===== config.mk =====
export PLATFORM = sky130hd
export DESIGN_NAME = he_lb_csr_regs
export DESIGN_NICKNAME = d
export VERILOG_FILES = /design/src/rtl/he_lb_csr_regs.sv
export SDC_FILE = /design/constraint.sdc
export NUM_CORES = 1
export LEC_CHECK = 0
export BUFFER_PORTS_ARGS = -buffer_cell sky130_fd_sc_hd__buf_2
export CAP_MARGIN = 20
export CELL_PAD_IN_SITES_DETAIL_PLACEMENT = 0
export CELL_PAD_IN_SITES_GLOBAL_PLACEMENT = 1
export CORE_MARGIN = 1.5
export CORE_UTILIZATION = 39
export CTS_BUF_LIST = sky130_fd_sc_hd__clkbuf_16
export DETAILED_ROUTE_END_ITERATION = 6
export GPL_TIMING_DRIVEN = 0
export PLACE_DENSITY_LB_ADDON = 0.1
export SYNTH_ARGS = -nofsm -noshare
export SYNTH_HDL_FRONTEND = slang
export SYNTH_SLANG_ARGS = --single-unit

===== constraint.sdc =====
create_clock -name clk -period 3.1 [get_ports clk]
set_clock_uncertainty 0.05 [all_clocks]
set_input_delay 0.31 -clock clk [delete_from_list [all_inputs] [get_ports clk]]
set_output_delay 0.31 -clock clk [all_outputs]
set_load 0.05 [all_outputs]

===== src/rtl/he_lb_csr_regs.sv =====
// CSR block for the loopback host exerciser: register file, start/stop
// FSM, saturating status counters and a sticky error flag.
module he_lb_csr_regs #(
  parameter logic [63:0] DFH_VALUE  = 64'h1000_0000_0000_0001,
  parameter logic [63:0] ID_L_VALUE = 64'h0,
  parameter logic [63:0] ID_H_VALUE = 64'h0
) (
  input  logic        clk,
  input  logic        rst_n,
  input  logic        csr_wr,
  input  logic        csr_rd,
  input  logic [15:0] csr_addr,
  input  logic [31:0] csr_wdata,
  output logic [31:0] csr_rdata,
  output logic        csr_rvalid,
  input  logic        rd_done,
  input  logic        wr_done,
  input  logic        err_in,
  input  logic        test_done,
  output logic        start_pulse,
  output logic        soft_rst_n,
  output logic        running,
  output logic [63:0] src_addr,
  output logic [63:0] dst_addr,
  output logic [63:0] dsm_base,
  output logic [31:0] num_lines,
  output logic [31:0] cfg,
  output logic [31:0] inact_thresh,
  output logic [31:0] stride
);

  typedef enum logic {IDLE, RUN} state_t;

  state_t      state_q, state_d;
  logic [31:0] scratch [3];
  logic [31:0] ctl;
  logic [31:0] rd_cnt, wr_cnt, cyc_cnt;
  logic        err_q;
  logic [31:0] rd_mux;
  logic        ctl_wr, go, cnt_clr;

  function automatic logic [31:0] sat_inc(input logic [31:0] v);
    return (&v) ? v : v + 32'd1;
  endfunction

  assign ctl_wr     = csr_wr && (csr_addr == 16'h138);
  assign go         = (state_q == IDLE) && ctl_wr && csr_wdata[1] && csr_wdata[0] && ctl[0];
  assign cnt_clr    = go || !ctl[0];
  assign soft_rst_n = ctl[0];
  assign running    = (state_q == RUN);

  // NOTE: every always_comb output gets a default first so no path can infer a latch.
  always_comb begin
    state_d = state_q;
    case (state_q)
      IDLE: if (go) state_d = RUN;
      RUN:  if (test_done || (ctl_wr && csr_wdata[2]) || !ctl[0]) state_d = IDLE;
      default: state_d = IDLE;
    endcase
  end

  // Read mux samples current register values, so a same-cycle write is not visible.
  always_comb begin
    rd_mux = 32'h0;
    case (csr_addr)
      16'h000: rd_mux = DFH_VALUE[31:0];
      16'h004: rd_mux = DFH_VALUE[63:32];
      16'h008: rd_mux = ID_L_VALUE[31:0];
      16'h00C: rd_mux = ID_L_VALUE[63:32];
      16'h010: rd_mux = ID_H_VALUE[31:0];
      16'h014: rd_mux = ID_H_VALUE[63:32];
      16'h100: rd_mux = scratch[0];
      16'h104: rd_mux = scratch[1];
      16'h108: rd_mux = scratch[2];
      16'h110: rd_mux = dsm_base[31:0];
      16'h114: rd_mux = dsm_base[63:32];
      16'h120: rd_mux = src_addr[31:0];
      16'h124: rd_mux = src_addr[63:32];
      16'h128: rd_mux = dst_addr[31:0];
      16'h12C: rd_mux = dst_addr[63:32];
      16'h130: rd_mux = num_lines;
      16'h138: rd_mux = ctl;
      16'h140: rd_mux = cfg;
      16'h148: rd_mux = inact_thresh;
      16'h160: rd_mux = rd_cnt;
      16'h164: rd_mux = wr_cnt;
      16'h168: rd_mux = cyc_cnt;
      16'h170: rd_mux = {31'h0, err_q};
      16'h178: rd_mux = stride;
      default: rd_mux = 32'h0;
    endcase
  end

  // NOTE: sequential state uses non-blocking assignments so all flops update together.
  always_ff @(posedge clk or negedge rst_n) begin
    if (!rst_n) begin
      state_q      <= IDLE;
      start_pulse  <= 1'b0;
      csr_rvalid   <= 1'b0;
      csr_rdata    <= 32'h0;
      scratch[0]   <= 32'h0;
      scratch[1]   <= 32'h0;
      scratch[2]   <= 32'h0;
      ctl          <= 32'h1;
      dsm_base     <= 64'h0;
      src_addr     <= 64'h0;
      dst_addr     <= 64'h0;
      num_lines    <= 32'h0;
      cfg          <= 32'h0;
      inact_thresh <= 32'h0;
      stride       <= 32'h0;
      rd_cnt       <= 32'h0;
      wr_cnt       <= 32'h0;
      cyc_cnt      <= 32'h0;
      err_q        <= 1'b0;
    end else begin
      state_q     <= state_d;
      start_pulse <= go;
      csr_rvalid  <= csr_rd;
      csr_rdata   <= csr_rd ? rd_mux : 32'h0;

      if (csr_wr) begin
        case (csr_addr)
          16'h100: scratch[0]          <= csr_wdata;
          16'h104: scratch[1]          <= csr_wdata;
          16'h108: scratch[2]          <= csr_wdata;
          16'h110: dsm_base[31:0]      <= csr_wdata;
          16'h114: dsm_base[63:32]     <= csr_wdata;
          16'h120: src_addr[31:0]      <= csr_wdata;
          16'h124: src_addr[63:32]     <= csr_wdata;
          16'h128: dst_addr[31:0]      <= csr_wdata;
          16'h12C: dst_addr[63:32]     <= csr_wdata;
          16'h130: num_lines           <= csr_wdata;
          16'h138: ctl                 <= {csr_wdata[31:3], 2'b00, csr_wdata[0]};
          16'h140: cfg                 <= csr_wdata;
          16'h148: inact_thresh        <= csr_wdata;
          16'h178: stride              <= csr_wdata;
          default: ;
        endcase
      end

      if (cnt_clr) begin
        rd_cnt  <= 32'h0;
        wr_cnt  <= 32'h0;
        cyc_cnt <= 32'h0;
      end else begin
        if (rd_done)          rd_cnt  <= sat_inc(rd_cnt);
        if (wr_done)          wr_cnt  <= sat_inc(wr_cnt);
        if (state_q == RUN)   cyc_cnt <= sat_inc(cyc_cnt);
      end

      if (err_in)
        err_q <= 1'b1;
      else if (csr_wr && (csr_addr == 16'h170) && csr_wdata[0])
        err_q <= 1'b0;
    end
  end

endmodule

==> impl_metrics.env, run 1 <==
export IMPL_vias=23200
export IMPL_clockBufferDepth=3
export IMPL_critPathCaptureType="register"
export IMPL_avgSynthCellArea_um2=12.2
export IMPL_setup_viol_count_final=6
export IMPL_die_x_um=265
export IMPL_hpwl_um=104000
export IMPL_dr_wl_met3_um=14100
export IMPL_min_from="csr_wdata[2]"
export IMPL_ys_flop_type="dfrtp_1"
export IMPL_numCtsBuffers=67
export IMPL_clk_pin_slew_ps=60
export IMPL_relSlewSlack_pct=20.4
export IMPL_report_final_slew_viol_count=0
export IMPL_antenna_found_initial=10
export IMPL_finalCritPeriodShare_pct=102
export IMPL_slowest_delay_ps=660
export IMPL_initial_core_util_pct=39.6
export IMPL_post_synth_top_area_cell="dfrtp_1"
export IMPL_seq_area_frac_synth_pct=54.0
export IMPL_maxCapViolCount=0
export IMPL_syn_inst=2193
export IMPL_setup_slack_ps=-66.7
export IMPL_yosys_warnings=0
export IMPL_cp_num_buf_inv=4
export IMPL_met2_length_um=62100
export IMPL_worst_pin_slew_ps=1190
export IMPL_hold_violations=1
export IMPL_synth_most_common_cell="dfrtp_1"
export IMPL_drt_total_wl_um=139000
export IMPL_wl_per_cell_um=37.6
export IMPL_drc=0
export IMPL_cp_startpoint="csr_addr[13]"
export IMPL_first_global_vias=22800
export IMPL_clkLatencyLatePin_ps=620
export IMPL_p_leak_nw=16.6
export IMPL_netlist_top_cells_count="dfrtp_1, mux2_2, nand2_1, nor2_1, clkbuf_1"
export IMPL_synth_cell_types=74
export IMPL_io_buffers=408
export IMPL_firstDrtPassIters=7
export IMPL_grt_pass1_wl_um=189000
export IMPL_yosys_top_cells_area="dfrtp_1, mux2_2, nand2_1, nor2_1, a221oi_1"
export IMPL_fp_dieH_um=265
export IMPL_worstPathMaxFanout=10
export IMPL_root_buffer="clkbuf_16"
export IMPL_via_per_inst=6.30
export IMPL_critPathLaunchType="input pin"
export IMPL_synth_enable_flop_cells=0
export IMPL_cp_slowest_cell="nor2_2"
export IMPL_layout_min_cycle_time_ps=3170
export IMPL_core_um2=67600
export IMPL_worst_ep_required_time_ps=3560
export IMPL_syn_nets=2252
export IMPL_cts_max_level=3
export IMPL_antenna_cells=0
export IMPL_rows=95
export IMPL_drive_above_1_share_pct=39.5
export IMPL_top_layer="met5"
export IMPL_peakVddDrop_uv=320
export IMPL_grt_overflow=0
export IMPL_wl_met1_um=55900
export IMPL_syn2layout_area_growth_pct=25.2
export IMPL_die_area_um2=70300
export IMPL_violations="hold timing, setup timing"
export IMPL_grt_usage_pct=39.1
export IMPL_io_pins=412
export IMPL_crit_arrival_ps=3630
export IMPL_synth_top_area_share_pct=53.9
export IMPL_ant_nets=0
export IMPL_initialDrtViolationCount=2811
export IMPL_rr_startpoint="wr_cnt[9]$_DFFE_PN0P_"
export IMPL_ys_ff_latch=578
export IMPL_netlist_area_um2=26800
export IMPL_cts_sinks=578
export IMPL_grt_max_degree=118
export IMPL_globalplace_congestion=0.997
export IMPL_dpl_worst_slack_ps=-1410
export IMPL_status="finished, violations left"
export IMPL_cp_common_cell="buf_2"
export IMPL_fmax_mhz=316
export IMPL_critical_path_cell_chain="buf_2, or4_4, buf_4, buf_2, nor2_2, clkbuf_4, o211ai_1, a41oi_1"
export IMPL_crit_type="in -> reg"
export IMPL_finalNetCount=2823
export IMPL_powerDensity_nw_per_um2=483
export IMPL_synthArstFlopShare_pct=100
export IMPL_grt_setup_unrepaired="yes"
export IMPL_hp_class="in -> reg"
export IMPL_cts_tree="built"
export IMPL_holdWs_ps=-3.45
export IMPL_crit_family="simple AND/OR/NAND/NOR gates"
## worst register-to-register path, cell delays in order, from the launching register on
cell and delay (ps):
dfrtp_1 670, and4_1 350, nand2_1 100, nor4_1 960, nand2_1 250, or3_1 410
a21oi_1 140
## routing by layer
| layer | global-route usage, % | up-vias |
|---|---|---|
| met4 | 16.2 | 20 |
| li1 | - | 9291 |
| met5 | 0 | - |
| met1 | 52.2 | 12300 |
| met2 | 59.6 | 1332 |
| met3 | 11.1 | 305 |
## cell usage in the layout (no fill, tap or decap), types with 57 or more instances in the layout
cell       netlist  layout
nand2_1        186     186
nor2_1         140     137
dfrtp_1        577     577
clkbuf_16        0      70
buf_2           47     452
a22oi_1         63      63
clkbuf_1        70      62
mux2_2         424     424
a221oi_1        57      57
## through the flow
step	power [mW]	utilization, %	cells	setup TNS (ps)	area [um2]
6_report	16.2	49.6	3691	-269	33600
5_1_grt	16.6	49.6	3691	-5.95	33600
4_1_cts	16.3	49.5	3687	0	33500
3_5_place_dp	8.26	45.6	3521	-273890	30800
3_3_place_gp	8.22	44.3	3474	-6478550	29900
2_1_floorplan	7.85	-	2193	0	26800
## area by class of cell
class | count | area (um2)
Clock buffer | 70 | 1750
Sequential cell | 578 | 14500
Timing Repair Buffer | 506 | 3300
Fill cell | 6219 | 34100
Buffer | 155 | 751
Tap cell | 873 | 1090
Multi-Input combinational cell | 1439 | 11700
Clock inverter | 53 | 415
Inverter | 17 | 63.8
## cell families after synthesis
family / Yosys count / synth area share [%]
AOI/OAI and AO/OA: 312 / 9.40
xor gates and xnor gates: 87 / 2.84
DFF: 578 / 54.0
muxes: 463 / 19.3
and+or+nand+nor: 574 / 11.4
buffers and inverters: 176 / 2.98
adders and majority gates: 3 / 0.140
## power breakdown
part / switching, mW / internal (mW)
clock: 3.44 / 4.60
sequential: 0.00223 / 7.55
combinational: 0.479 / 0.141
## registers in the layout (all words and copies together) (netlist names), 64 cells and up
signal    flops
src_addr     64
dsm_base     64
dst_addr     64
scratch      96
## path summary, 6_finish.rpt
check | slack (ps) | cells after the start | endpoint
max | -70 | 8 | csr_rdata[10]$_DFF_PN0_
min | -3 | 2 | src_addr[34]$_DFFE_PN0P_
max reg2reg | 120 | 6 | wr_cnt[19]$_DFFE_PN0P_
min reg2reg | 420 | 2 | ctl[25]$_DFFE_PN0N_
max in group asynchronous | 1310 | 4 | scratch[4]$_DFFE_PN0P_
min in group asynchronous | 170 | 2 | rd_cnt[27]$_DFFE_PN0P_
## repair_timing
item	4_1_cts	5_1_grt
endpoints found under the setup margin	178	68
setup buffers	13	2
hold buffers	33	0
pin swaps	8	2
gates resized for setup	19	11
hold endpoints to repair	174	0
No activity file was read; power rests on OpenSTA's default activity.
==> inputs of run 2 (changes only) <==
--- a/config.mk
+++ b/config.mk
@@ -5,6 +5,7 @@
 export SDC_FILE = /design/constraint.sdc
 export NUM_CORES = 1
 export LEC_CHECK = 0
+export ABC_AREA = 1
 export BUFFER_PORTS_ARGS = -buffer_cell sky130_fd_sc_hd__buf_2
 export CAP_MARGIN = 20
 export CELL_PAD_IN_SITES_DETAIL_PLACEMENT = 0
==> constraint.sdc (replaced) <==
create_clock -name clk -period 3.3 [get_ports clk]
set_clock_uncertainty 0.05 [all_clocks]
set_input_delay 0.33 -clock clk [delete_from_list [all_inputs] [get_ports clk]]
set_output_delay 0.33 -clock clk [all_outputs]
set_load 0.05 [all_outputs]
==> run 2 against run 1 <==
Against the previous run: the run now ends clean; critical path depth up 2; wire length increased by 18%; global-route usage up 4.0 points; non-clock buffer count rose by 28.
==> impl_metrics.env, run 2 <==
export IMPL_status="finished, final reports clean"
export IMPL_worstPathMaxFanout=10
export IMPL_cts_sinks=578
export IMPL_grt_pass1_wl_um=224000
export IMPL_first_global_vias=29100
export IMPL_drc=0
export IMPL_relSlewSlack_pct=15.6
export IMPL_min_to="ctl[27]$_DFFE_PN0N_"
export IMPL_multiInputGateArea_um2=11800
export IMPL_nFillCells=7478
export IMPL_crit_arrival_ps=3510
export IMPL_rows=99
export IMPL_seq_area_frac_synth_pct=50.4
export IMPL_drt_total_wl_um=164000
export IMPL_rr_startpoint="running$_DFF_PN0_"
export IMPL_syn_inst=3737
export IMPL_avgSynthCellArea_um2=7.68
export IMPL_finalCritPeriodShare_pct=93.7
export IMPL_peakVddDrop_uv=354
export IMPL_worst_pin_slew_ps=1270
export IMPL_cts_tree="built"
export IMPL_worstHoldPathCells=3
export IMPL_wl_per_cell_um=31.2
export IMPL_io_buffers=409
export IMPL_grt_setup_unrepaired="no"
export IMPL_antenna_found_initial=4
export IMPL_crit_type="in -> reg"
export IMPL_core_um2=72800
export IMPL_largest_register_ffs=96
export IMPL_layout_min_cycle_time_ps=3090
export IMPL_netlist_area_um2=28700
export IMPL_synth_top_area_share_pct=50.3
export IMPL_synth_most_common_cell="nand2_1"
export IMPL_clkLatencyLatePin_ps=630
export IMPL_grt_overflow=0
export IMPL_clk_pin_slew_ps=60
export IMPL_crit_family="buffers and inverters"
export IMPL_setup_tns_final_ps=0
export IMPL_finalNetCount=4303
export IMPL_slowest_delay_ps=890
export IMPL_root_buffer="clkbuf_16"
export IMPL_die_area_um2=75200
export IMPL_numCtsBuffers=70
export IMPL_power_total_mw=15.8
export IMPL_yosys_top_cells_area="dfrtp_1, nand2_1, o21ai_0, nand4_1, nor2_1"
export IMPL_p_leak_nw=17.5
export IMPL_synthArstFlopShare_pct=100
export IMPL_layout_commonest_cell="nand2_1"
export IMPL_die_x_um=274
export IMPL_firstDrtPassIters=6
export IMPL_vias=31300
export IMPL_final_cell_mix="nand2_1, dfrtp_1, buf_2"
export IMPL_initial_core_util_pct=39.4
export IMPL_r2r_slack_ps=480
export IMPL_critPathCaptureType="register"
export IMPL_report_final_slew_viol_count=0
export IMPL_ys_ff_latch=578
export IMPL_min_from="csr_wdata[27]"
export IMPL_maxCapViolCount=0
export IMPL_r2r_cells=8
export IMPL_hpwl_um=120000
export IMPL_clockBufferDepth=3
export IMPL_globalplace_congestion=1.00
export IMPL_syn2layout_area_growth_pct=20.2
export IMPL_critPathLaunchType="input pin"
export IMPL_grt_max_degree=115
export IMPL_post_synth_top_area_cell="dfrtp_1"
export IMPL_cts_max_level=3
export IMPL_drive_above_1_share_pct=16.7
export IMPL_io_pins=412
export IMPL_hp_class="in -> reg"
export IMPL_cp_common_cell="nand2_1"
export IMPL_cp_slowest_cell="clkbuf_1"
export IMPL_fp_dieH_um=274
export IMPL_yosys_warnings=0
export IMPL_via_per_inst=5.95
export IMPL_syn_nets=3796
export IMPL_cp_num_buf_inv=5
export IMPL_synth_enable_flop_cells=0
export IMPL_largest_register="scratch"
export IMPL_setup_viol_count_final=0
export IMPL_critical_path_cell_chain="buf_2, nand2_1, inv_1, nand2_1, clkinv_1, nand3_2, inv_2, nand2_2, clkbuf_1, o21ai_0"
export IMPL_grt_usage_pct=43.0
export IMPL_synth_cell_types=34
export IMPL_ys_flop_type="dfrtp_1"
export IMPL_ant_nets=0
export IMPL_netlist_top_cells_count="nand2_1, dfrtp_1, nor2_1, o21ai_0, nand4_1"
export IMPL_worst_ep_required_time_ps=3710
export IMPL_hold_violations=0
export IMPL_r2r_end="rd_cnt[12]$_DFFE_PN0P_"
export IMPL_initialDrtViolationCount=4447
export IMPL_seqCellArea_um2=14500
export IMPL_fmax_mhz=323
export IMPL_powerDensity_nw_per_um2=457
[run 2: cell types whose count changed after synthesis, sizes merged, moves of 69 or more]
cell / change
inv: +295
mux2: -424
nand2: +849
nand3: +69
nand4: +314
nor2: +338
o21ai: +506
[run 2: through the flow]
step                      worst slack [ps]  area, um2  hold WS (ps)  utilization, %  instances
after floorplan                       1440      28700         -15.6               -       3737
after global placement              -11050      31900           415            43.9       5105
after detailed placement              -103      32100           399            44.1       5113
after CTS                              487      34400          6.26            47.3       5248
after global routing                   262      34500          39.6            47.4       5252
final                                  206      34500          12.3            47.4       5252
[run 2: report_power, final]
part	leakage [nW]	switching (mW)	internal [mW]
logic	8.33	0.670	0.182
clock network	1.10	3.30	4.30
registers	8.04	0.139	7.18
[run 2: timing repair]
item / in CTS / in global routing
endpoints found under the hold margin: 118 / 0
hold buffers: 15 / 0
setup buffers: 0 / 0
gates resized for setup: 0 / 0
[run 2: layout make-up]
cell class	instances	share of cell area [%]
flip-flops and latches	578	41.9
multi-input cells	2592	34.4
repair buffers	435	7.06
clock buffers	73	5.30
plain buffers	254	3.50
well taps	959	3.48
inverters	313	3.41
clock inverters	47	0.954
diodes	1	0.00726
[run 2: worst max path at each step]
stage	slack (ps)	start	end	depth (start not counted)
global placement	-11050	rst_n	inact_thresh[13]$_DFFE_PN0P_	1
finish	210	csr_addr[2]	dst_addr[54]$_DFFE_PN0P_	10
floorplan	1440	running$_DFF_PN0_	rd_cnt[10]$_DFFE_PN0P_	8
global route	260	csr_addr[6]	inact_thresh[18]$_DFFE_PN0P_	11
detailed placement	-100	csr_addr[2]	dst_addr[54]$_DFFE_PN0P_	10
CTS	490	cyc_cnt[0]$_DFFE_PN0P_	cyc_cnt[8]$_DFFE_PN0P_	13
[run 2: tightest hold or removal path: cells and delay by family]
kind / cells / cell delay [ps]
AOI/OAI and AO/OA: 1 / 140
buffers and inverters: 2 / 180
[run 2: routing by layer]
layer / vias up / track usage, % / share of wire, %
li1: 13300 / - / -
met1: 15500 / 56.5 / 39
met2: 2023 / 63.7 / 43
met3: 452 / 12.8 / 12
met4: 2 / 23.1 / 6.1
met5: - / 0 / 0.0055
[run 2: kinds of logic after synthesis]
group / synth area share, %
DFF: 50.4
and+or+nand+nor: 31.2
xor gates and xnor gates: 0.0916
AOI/OAI and AO/OA: 9.86
buffers and inverters: 8.31
adders and majority gates: 0.131
